--- src/rtl/vx_dram_req_arb_if.sv ---
// Bundles the cache-side request/response ports and the shared DRAM-side
// port of vx_dram_req_arb.
// Ports (signal groups):
//   req_in_*  : NUM_REQS packed request channels from the caches
//   req_out_* : merged, registered request channel toward DRAM
//   rsp_in_*  : DRAM response channel, tag carries the requester index
//   rsp_out_* : per-requester response channels (data/tag broadcast)
// Modports: slave = arbiter view, master = environment view.
interface vx_dram_req_arb_if #(
  parameter int unsigned NUM_REQS   = 2,
  parameter int unsigned DATA_WIDTH = 128,
  parameter int unsigned ADDR_WIDTH = 28,
  parameter int unsigned TAG_IN_W   = 8
);
  localparam int unsigned LOG_REQS  = $clog2(NUM_REQS);
  localparam int unsigned TAG_OUT_W = TAG_IN_W + LOG_REQS;
  localparam int unsigned BYTEEN_W  = DATA_WIDTH / 8;

  logic [NUM_REQS-1:0]            req_in_valid;
  logic [NUM_REQS-1:0]            req_in_rw;
  logic [NUM_REQS*BYTEEN_W-1:0]   req_in_byteen;
  logic [NUM_REQS*ADDR_WIDTH-1:0] req_in_addr;
  logic [NUM_REQS*DATA_WIDTH-1:0] req_in_data;
  logic [NUM_REQS*TAG_IN_W-1:0]   req_in_tag;
  logic [NUM_REQS-1:0]            req_in_ready;

  logic                           req_out_valid;
  logic                           req_out_rw;
  logic [BYTEEN_W-1:0]            req_out_byteen;
  logic [ADDR_WIDTH-1:0]          req_out_addr;
  logic [DATA_WIDTH-1:0]          req_out_data;
  logic [TAG_OUT_W-1:0]           req_out_tag;
  logic                           req_out_ready;

  logic                           rsp_in_valid;
  logic [DATA_WIDTH-1:0]          rsp_in_data;
  logic [TAG_OUT_W-1:0]           rsp_in_tag;
  logic                           rsp_in_ready;

  logic [NUM_REQS-1:0]            rsp_out_valid;
  logic [NUM_REQS*DATA_WIDTH-1:0] rsp_out_data;
  logic [NUM_REQS*TAG_IN_W-1:0]   rsp_out_tag;
  logic [NUM_REQS-1:0]            rsp_out_ready;

  modport slave (
    input  req_in_valid, req_in_rw, req_in_byteen, req_in_addr, req_in_data, req_in_tag,
    output req_in_ready,
    output req_out_valid, req_out_rw, req_out_byteen, req_out_addr, req_out_data, req_out_tag,
    input  req_out_ready,
    input  rsp_in_valid, rsp_in_data, rsp_in_tag,
    output rsp_in_ready,
    output rsp_out_valid, rsp_out_data, rsp_out_tag,
    input  rsp_out_ready
  );

  modport master (
    output req_in_valid, req_in_rw, req_in_byteen, req_in_addr, req_in_data, req_in_tag,
    input  req_in_ready,
    input  req_out_valid, req_out_rw, req_out_byteen, req_out_addr, req_out_data, req_out_tag,
    output req_out_ready,
    output rsp_in_valid, rsp_in_data, rsp_in_tag,
    input  rsp_in_ready,
    input  rsp_out_valid, rsp_out_data, rsp_out_tag,
    output rsp_out_ready
  );
endinterface

--- src/rtl/vx_dram_req_arb.sv ---
// Shares one DRAM request/response port among NUM_REQS caches.
// Requests: round-robin arbitration into a 1-entry output register; the
// requester index is appended to the tag LSBs. Responses: routed back
// combinationally by those tag LSBs.
// Ports:
//   clk   : clock
//   reset : synchronous, active-high reset
//   bus   : vx_dram_req_arb_if.slave (all request/response channels)
module vx_dram_req_arb #(
  parameter int unsigned NUM_REQS   = 2,
  parameter int unsigned DATA_WIDTH = 128,
  parameter int unsigned ADDR_WIDTH = 28,
  parameter int unsigned TAG_IN_W   = 8
) (
  input logic               clk,
  input logic               reset,
  vx_dram_req_arb_if.slave  bus
);
  localparam int unsigned LOG_REQS  = $clog2(NUM_REQS);
  localparam int unsigned TAG_OUT_W = TAG_IN_W + LOG_REQS;
  localparam int unsigned BYTEEN_W  = DATA_WIDTH / 8;

  logic [LOG_REQS-1:0]   ptr_q;
  logic [LOG_REQS-1:0]   grant_c;
  logic                  found_c;
  logic                  buf_free_c;
  logic                  fire_c;

  logic                  out_valid_q;
  logic                  out_rw_q;
  logic [BYTEEN_W-1:0]   out_byteen_q;
  logic [ADDR_WIDTH-1:0] out_addr_q;
  logic [DATA_WIDTH-1:0] out_data_q;
  logic [TAG_OUT_W-1:0]  out_tag_q;

  logic                  sel_rw_c;
  logic [BYTEEN_W-1:0]   sel_byteen_c;
  logic [ADDR_WIDTH-1:0] sel_addr_c;
  logic [DATA_WIDTH-1:0] sel_data_c;
  logic [TAG_IN_W-1:0]   sel_tag_c;

  logic [LOG_REQS-1:0]   rsp_sel_c;

  // Round-robin search starting at ptr; index arithmetic wraps since NUM_REQS is a power of 2
  always_comb begin
    logic [LOG_REQS-1:0] idx;
    idx     = '0;
    grant_c = '0;
    found_c = 1'b0;
    for (int unsigned i = 0; i < NUM_REQS; i++) begin
      idx = ptr_q + LOG_REQS'(i);
      if (!found_c && bus.req_in_valid[idx]) begin
        grant_c = idx;
        found_c = 1'b1;
      end
    end
  end

  // Output register can take a new entry when empty or draining this cycle
  assign buf_free_c = !out_valid_q || bus.req_out_ready;
  assign fire_c     = buf_free_c && found_c && !reset;

  // Grant mux and per-requester ready
  always_comb begin
    bus.req_in_ready = '0;
    sel_rw_c         = 1'b0;
    sel_byteen_c     = '0;
    sel_addr_c       = '0;
    sel_data_c       = '0;
    sel_tag_c        = '0;
    for (int unsigned k = 0; k < NUM_REQS; k++) begin
      if (grant_c == LOG_REQS'(k)) begin
        bus.req_in_ready[k] = fire_c && bus.req_in_valid[k];
        sel_rw_c            = bus.req_in_rw[k];
        sel_byteen_c        = bus.req_in_byteen[k*BYTEEN_W +: BYTEEN_W];
        sel_addr_c          = bus.req_in_addr[k*ADDR_WIDTH +: ADDR_WIDTH];
        sel_data_c          = bus.req_in_data[k*DATA_WIDTH +: DATA_WIDTH];
        sel_tag_c           = bus.req_in_tag[k*TAG_IN_W +: TAG_IN_W];
      end
    end
  end

  // Output register and round-robin pointer; payload holds unless a new grant lands
  always_ff @(posedge clk) begin
    if (reset) begin
      out_valid_q  <= 1'b0;
      out_rw_q     <= 1'b0;
      out_byteen_q <= '0;
      out_addr_q   <= '0;
      out_data_q   <= '0;
      out_tag_q    <= '0;
      ptr_q        <= '0;
    end else if (fire_c) begin
      out_valid_q  <= 1'b1;
      out_rw_q     <= sel_rw_c;
      out_byteen_q <= sel_byteen_c;
      out_addr_q   <= sel_addr_c;
      out_data_q   <= sel_data_c;
      out_tag_q    <= {sel_tag_c, grant_c};
      ptr_q        <= grant_c + LOG_REQS'(1);
    end else if (bus.req_out_ready) begin
      out_valid_q  <= 1'b0;
    end
  end

  assign bus.req_out_valid  = out_valid_q;
  assign bus.req_out_rw     = out_rw_q;
  assign bus.req_out_byteen = out_byteen_q;
  assign bus.req_out_addr   = out_addr_q;
  assign bus.req_out_data   = out_data_q;
  assign bus.req_out_tag    = out_tag_q;

  // Response routing by requester index held in the tag LSBs
  assign rsp_sel_c        = bus.rsp_in_tag[LOG_REQS-1:0];
  assign bus.rsp_in_ready = bus.rsp_out_ready[rsp_sel_c];
  assign bus.rsp_out_data = {NUM_REQS{bus.rsp_in_data}};
  assign bus.rsp_out_tag  = {NUM_REQS{bus.rsp_in_tag[TAG_OUT_W-1:LOG_REQS]}};

  always_comb begin
    bus.rsp_out_valid = '0;
    for (int unsigned k = 0; k < NUM_REQS; k++) begin
      bus.rsp_out_valid[k] = bus.rsp_in_valid && (rsp_sel_c == LOG_REQS'(k));
    end
  end

  // Payload must stay put while stalled downstream
  assert property (@(posedge clk) disable iff (reset)
    (out_valid_q && !bus.req_out_ready) |=>
      $stable({out_rw_q, out_byteen_q, out_addr_q, out_data_q, out_tag_q}));

  assert property (@(posedge clk) $onehot0(bus.req_in_ready));

endmodule

--- src/flat_wrapper.sv ---
// flat-port wrapper written by rule: the top's interface ports become plain ports
module vx_dram_req_arb_flat 
#(
  parameter int unsigned NUM_REQS   = 2,
  parameter int unsigned DATA_WIDTH = 128,
  parameter int unsigned ADDR_WIDTH = 28,
  parameter int unsigned TAG_IN_W   = 8
)
  (clk, reset, bus_req_in_valid, bus_req_in_rw, bus_req_in_byteen, bus_req_in_addr, bus_req_in_data, bus_req_in_tag, bus_req_in_ready, bus_req_out_valid, bus_req_out_rw, bus_req_out_byteen, bus_req_out_addr, bus_req_out_data, bus_req_out_tag, bus_req_out_ready, bus_rsp_in_valid, bus_rsp_in_data, bus_rsp_in_tag, bus_rsp_in_ready, bus_rsp_out_valid, bus_rsp_out_data, bus_rsp_out_tag, bus_rsp_out_ready);
  vx_dram_req_arb_if #(.NUM_REQS(NUM_REQS), .DATA_WIDTH(DATA_WIDTH), .ADDR_WIDTH(ADDR_WIDTH), .TAG_IN_W(TAG_IN_W)) bus_i ();
  input logic clk;
  input logic reset;
  input wire logic [$bits(bus_i.req_in_valid)-1:0] bus_req_in_valid;
  input wire logic [$bits(bus_i.req_in_rw)-1:0] bus_req_in_rw;
  input wire logic [$bits(bus_i.req_in_byteen)-1:0] bus_req_in_byteen;
  input wire logic [$bits(bus_i.req_in_addr)-1:0] bus_req_in_addr;
  input wire logic [$bits(bus_i.req_in_data)-1:0] bus_req_in_data;
  input wire logic [$bits(bus_i.req_in_tag)-1:0] bus_req_in_tag;
  output wire logic [$bits(bus_i.req_in_ready)-1:0] bus_req_in_ready;
  output wire logic [$bits(bus_i.req_out_valid)-1:0] bus_req_out_valid;
  output wire logic [$bits(bus_i.req_out_rw)-1:0] bus_req_out_rw;
  output wire logic [$bits(bus_i.req_out_byteen)-1:0] bus_req_out_byteen;
  output wire logic [$bits(bus_i.req_out_addr)-1:0] bus_req_out_addr;
  output wire logic [$bits(bus_i.req_out_data)-1:0] bus_req_out_data;
  output wire logic [$bits(bus_i.req_out_tag)-1:0] bus_req_out_tag;
  input wire logic [$bits(bus_i.req_out_ready)-1:0] bus_req_out_ready;
  input wire logic [$bits(bus_i.rsp_in_valid)-1:0] bus_rsp_in_valid;
  input wire logic [$bits(bus_i.rsp_in_data)-1:0] bus_rsp_in_data;
  input wire logic [$bits(bus_i.rsp_in_tag)-1:0] bus_rsp_in_tag;
  output wire logic [$bits(bus_i.rsp_in_ready)-1:0] bus_rsp_in_ready;
  output wire logic [$bits(bus_i.rsp_out_valid)-1:0] bus_rsp_out_valid;
  output wire logic [$bits(bus_i.rsp_out_data)-1:0] bus_rsp_out_data;
  output wire logic [$bits(bus_i.rsp_out_tag)-1:0] bus_rsp_out_tag;
  input wire logic [$bits(bus_i.rsp_out_ready)-1:0] bus_rsp_out_ready;
  assign bus_i.req_in_valid = bus_req_in_valid;
  assign bus_i.req_in_rw = bus_req_in_rw;
  assign bus_i.req_in_byteen = bus_req_in_byteen;
  assign bus_i.req_in_addr = bus_req_in_addr;
  assign bus_i.req_in_data = bus_req_in_data;
  assign bus_i.req_in_tag = bus_req_in_tag;
  assign bus_req_in_ready = bus_i.req_in_ready;
  assign bus_req_out_valid = bus_i.req_out_valid;
  assign bus_req_out_rw = bus_i.req_out_rw;
  assign bus_req_out_byteen = bus_i.req_out_byteen;
  assign bus_req_out_addr = bus_i.req_out_addr;
  assign bus_req_out_data = bus_i.req_out_data;
  assign bus_req_out_tag = bus_i.req_out_tag;
  assign bus_i.req_out_ready = bus_req_out_ready;
  assign bus_i.rsp_in_valid = bus_rsp_in_valid;
  assign bus_i.rsp_in_data = bus_rsp_in_data;
  assign bus_i.rsp_in_tag = bus_rsp_in_tag;
  assign bus_rsp_in_ready = bus_i.rsp_in_ready;
  assign bus_rsp_out_valid = bus_i.rsp_out_valid;
  assign bus_rsp_out_data = bus_i.rsp_out_data;
  assign bus_rsp_out_tag = bus_i.rsp_out_tag;
  assign bus_i.rsp_out_ready = bus_rsp_out_ready;
  vx_dram_req_arb #(.NUM_REQS(NUM_REQS), .DATA_WIDTH(DATA_WIDTH), .ADDR_WIDTH(ADDR_WIDTH), .TAG_IN_W(TAG_IN_W)) u_core (.clk(clk), .reset(reset), .bus(bus_i));
endmodule
--- config.mk ---
export PLATFORM = sky130hd
export DESIGN_NAME = vx_dram_req_arb_flat
export DESIGN_NICKNAME = d
export VERILOG_FILES = /design/src/rtl/vx_dram_req_arb_if.sv /design/src/rtl/vx_dram_req_arb.sv /design/src/flat_wrapper.sv
export SDC_FILE = /design/constraint.sdc
export NUM_CORES = 1
export LEC_CHECK = 0
export CAP_MARGIN = 20
export CORE_AREA = 2 2 373 375
export DETAILED_ROUTE_END_ITERATION = 7
export DIE_AREA = 0 0 375 377
export PLACE_DENSITY = 0.35
export SYNTH_ARGS = -nofsm -noshare
export SYNTH_HDL_FRONTEND = slang
export SYNTH_SLANG_ARGS = --single-unit
--- constraint.sdc ---
create_clock -name clk -period 3.55 [get_ports clk]
set_clock_uncertainty 0.2 [all_clocks]
set_input_delay 0.71 -clock clk [delete_from_list [all_inputs] [get_ports clk]]
set_output_delay 0.71 -clock clk [all_outputs]
set_load 0.01 [all_outputs]
==> impl_metrics.ini <==
[placed_design]
gp_congestion = 0.718
io_buffer_count = 558
dpl.hpwl_mm = 47.1

[setup_path]
reg2reg_depth = 5
cp_num_buf_inv = 2
critical_path_required_ns = 2.64
crit_type = in2out
crit_path_top_delay_cell = clkdlybuf4s50_1
arrival_ns = 2.20
ff2ff_setup_slack_ns = 1.53
worst_setup_path_end_kind = output port
slowest_delay_ns = 0.56
cp_cell_sequence = clkdlybuf4s50_1, nand2b_4, and4b_4, clkdlybuf4s50_1
cp-start-kind = input port
r2r_start = u_core.bus.req_out_valid$_SDFFE_PP0P_
cp_top_family = buffers and inverters
crit_top_cell = clkdlybuf4s50_1
worstPathMaxFanout = 5
timing.rr.end = u_core.bus.req_out_addr[5]$_SDFFE_PP0P_

[routing]
vias = 9228
drtIter0Drc = 510
viasPerCell = 2.92
finalWirelength_mm = 61.2
drtPass1Iterations = 5
drc = 0
post_drt_wl_per_cell_um = 19.4
postRouteAntennaNets = 0

[timing]
rsz0062_at_grt = no
slew_headroom_pct = 47.4
finalSetupViolCount = 0
layout_min_cycle_time_ns = 3.11
tns_ns = 0
min_period_over_period_pct = 87.7
slew_violations = 0
worst_pin_slew_ns = 0.790
fmax_ghz = 0.321
hold_violations = 0

[die]
rows = 136
die_w_um = 375
die-area_um2 = 141000
ioPinCount = 967
initial_core_util_pct = 7.51
die_h_um = 377
core_area_um2 = 137000

[global_route]
antenna_found_initial = 8
grt_max_degree = 94
grt_use_total_pct = 8.39
first_global_vias = 9488
grt_pass1_wl_mm = 82.3
overflow = 0

[finish]
drive_above_1_share_pct = 4.78
post-route-util_pct = 12.0
n_fill_cell = 15600
syn_to_final_growth_pct = 59.8
fin_nets = 1855

[pwr]
peakVddDrop_mv = 0.264
leakage_nw = 5.23
report.power.total_w = 0.00602
p_per_area_nw_per_um2 = 366

[yosys]
synth_cells = 1117
synth_top_cell_area_share_pct = 35.8
synth_area_um2 = 10300
synth_area_leader_cell = dfxtp_1
ys_seq_area_share_pct = 35.8
yosys_warnings = 0
synth_fp_nets = 1624
ys_types = 22
synth_seq_cells = 184
syn_avg_cell_area_um2 = 9.21
synthTopCellsByArea = dfxtp_1 (36%), buf_4 (20%), a221o_1 (18%)

[cts]
postCtsSetupRepairBufs = 0
postCtsResizedCells = 0
cts_tree = done
cts.sinks = 184
clk_pin_slew_ns = 0.08
cts_buffers = 17
h-tree-depth = 4
worstSkewPairLatency_ns = 0.51
cts-root-buf = clkbuf_16
holdBufCountCts = 0
cts.path.max_buffers = 2

[hold_path]
hold_start = u_core.bus.req_out_tag[0]$_SDFFE_PP0P_
worstHoldPathType = reg2reg
whs_path_depth = 1
whs_endpoint = u_core.bus.req_out_tag[0]$_SDFFE_PP0P_

[outcome]
status = finished clean

[job]
cap_violations = 0
Yosys cell counts:
cell type,n
nor2b_1,1
mux2_2,1
buf_4,274
nand2b_1,1
a21bo_2,1
a21oi_1,4
buf_2,40
buf_6,20
nand3b_1,1
nor2_1,1
and4b_4,1
dfxtp_1,184
a221o_1,181
and2_1,1
clkbuf_1,34
a21o_1,1
and3_1,1
a211oi_1,181
nand2b_4,1
inv_1,181
buf_1,6
or2_1,1
report_power, final:
| part | internal, W | total, W | switching, W |
|---|---|---|---|
| registers | 0.00225 | 0.00236 | 0.000109 |
| logic | 0.000884 | 0.00151 | 0.000626 |
| clock network | 0.00101 | 0.00215 | 0.00114 |
worst max-delay path by stage:
stage | from | to | cells after the start
2_1_floorplan | reset | bus_req_in_ready[1] | 3
3_3_place_gp | bus_req_out_ready | bus_req_in_ready[1] | 4
3_5_place_dp | bus_req_out_ready | bus_req_in_ready[1] | 4
4_1_cts | bus_req_out_ready | bus_req_in_ready[1] | 4
5_1_grt | bus_req_out_ready | bus_req_in_ready[1] | 4
6_report | bus_req_out_ready | bus_req_in_ready[1] | 4
layout make-up:
cell class / count / area (µm²) / share of cell area (%)
tap: 1794 / 2240 / 13.7
timing repair buffer: 586 / 5950 / 36.2
multi-input combinational: 378 / 3300 / 20.1
antenna: 1 / 2.50 / 0.0152
clock buffer: 20 / 447 / 2.72
clock inverter: 12 / 130 / 0.792
sequential: 184 / 3680 / 22.4
inverter: 181 / 679 / 4.13
cell usage in the layout (no fill, tap or decap), types with 2 or more instances in the layout:
master,synthesis,routed
inv_8,0,4
a221o_1,181,181
a211oi_1,181,181
buf_12,0,12
clkbuf_1,34,2
clkbuf_16,0,17
a21oi_1,4,4
clkdlybuf4s50_1,0,557
inv_6,0,3
buf_4,274,16
inv_1,181,181
clkinvlp_4,0,2
dfxtp_1,184,184
routing by layer:
metal,share of wire (%),vias to the layer above,routed length (µm),global-route usage (%)
li1,-,4221,-,-
met1,37,4262,22700,8.84
met2,46,659,28400,13.2
met3,15,78,8970,6.03
met4,1.7,8,1070,2.30
met5,0.14,-,84,0.240
sequential cells by signal, indices dropped and copies added, names as in the netlist:
| name | count |
|---|---|
| u_core.bus.req_out_addr | 28 |
| u_core.bus.req_out_byteen | 16 |
| u_core.bus.req_out_data | 128 |
| u_core.bus.req_out_rw | 1 |
| u_core.bus.req_out_tag | 9 |
| u_core.bus.req_out_valid | 1 |
| u_core.ptr_q | 1 |
metrics by stage:
stage               instances  hold slack (ns)  setup WS (ns)  instance area (µm²)
global route             3156            0.303          0.370                16400
detailed placement       3123            0.247          0.434                15900
finish                   3156            0.269          0.437                16400
global placement         3123            0.238          0.415                15900
floorplan                1117            0.297           1.15                10300
CTS                      3155            0.267          0.429                16400
kinds of logic after synthesis:
group	count (synthesis)	share of synthesized area [%]
AND/OR/NAND/NOR	9	0.681
AO/OA/AOI/OAI	368	31.2
flip-flops	184	35.8
multiplexers	1	0.109
buffers and inverters	555	32.2
(Power assumes the default switching activity.)
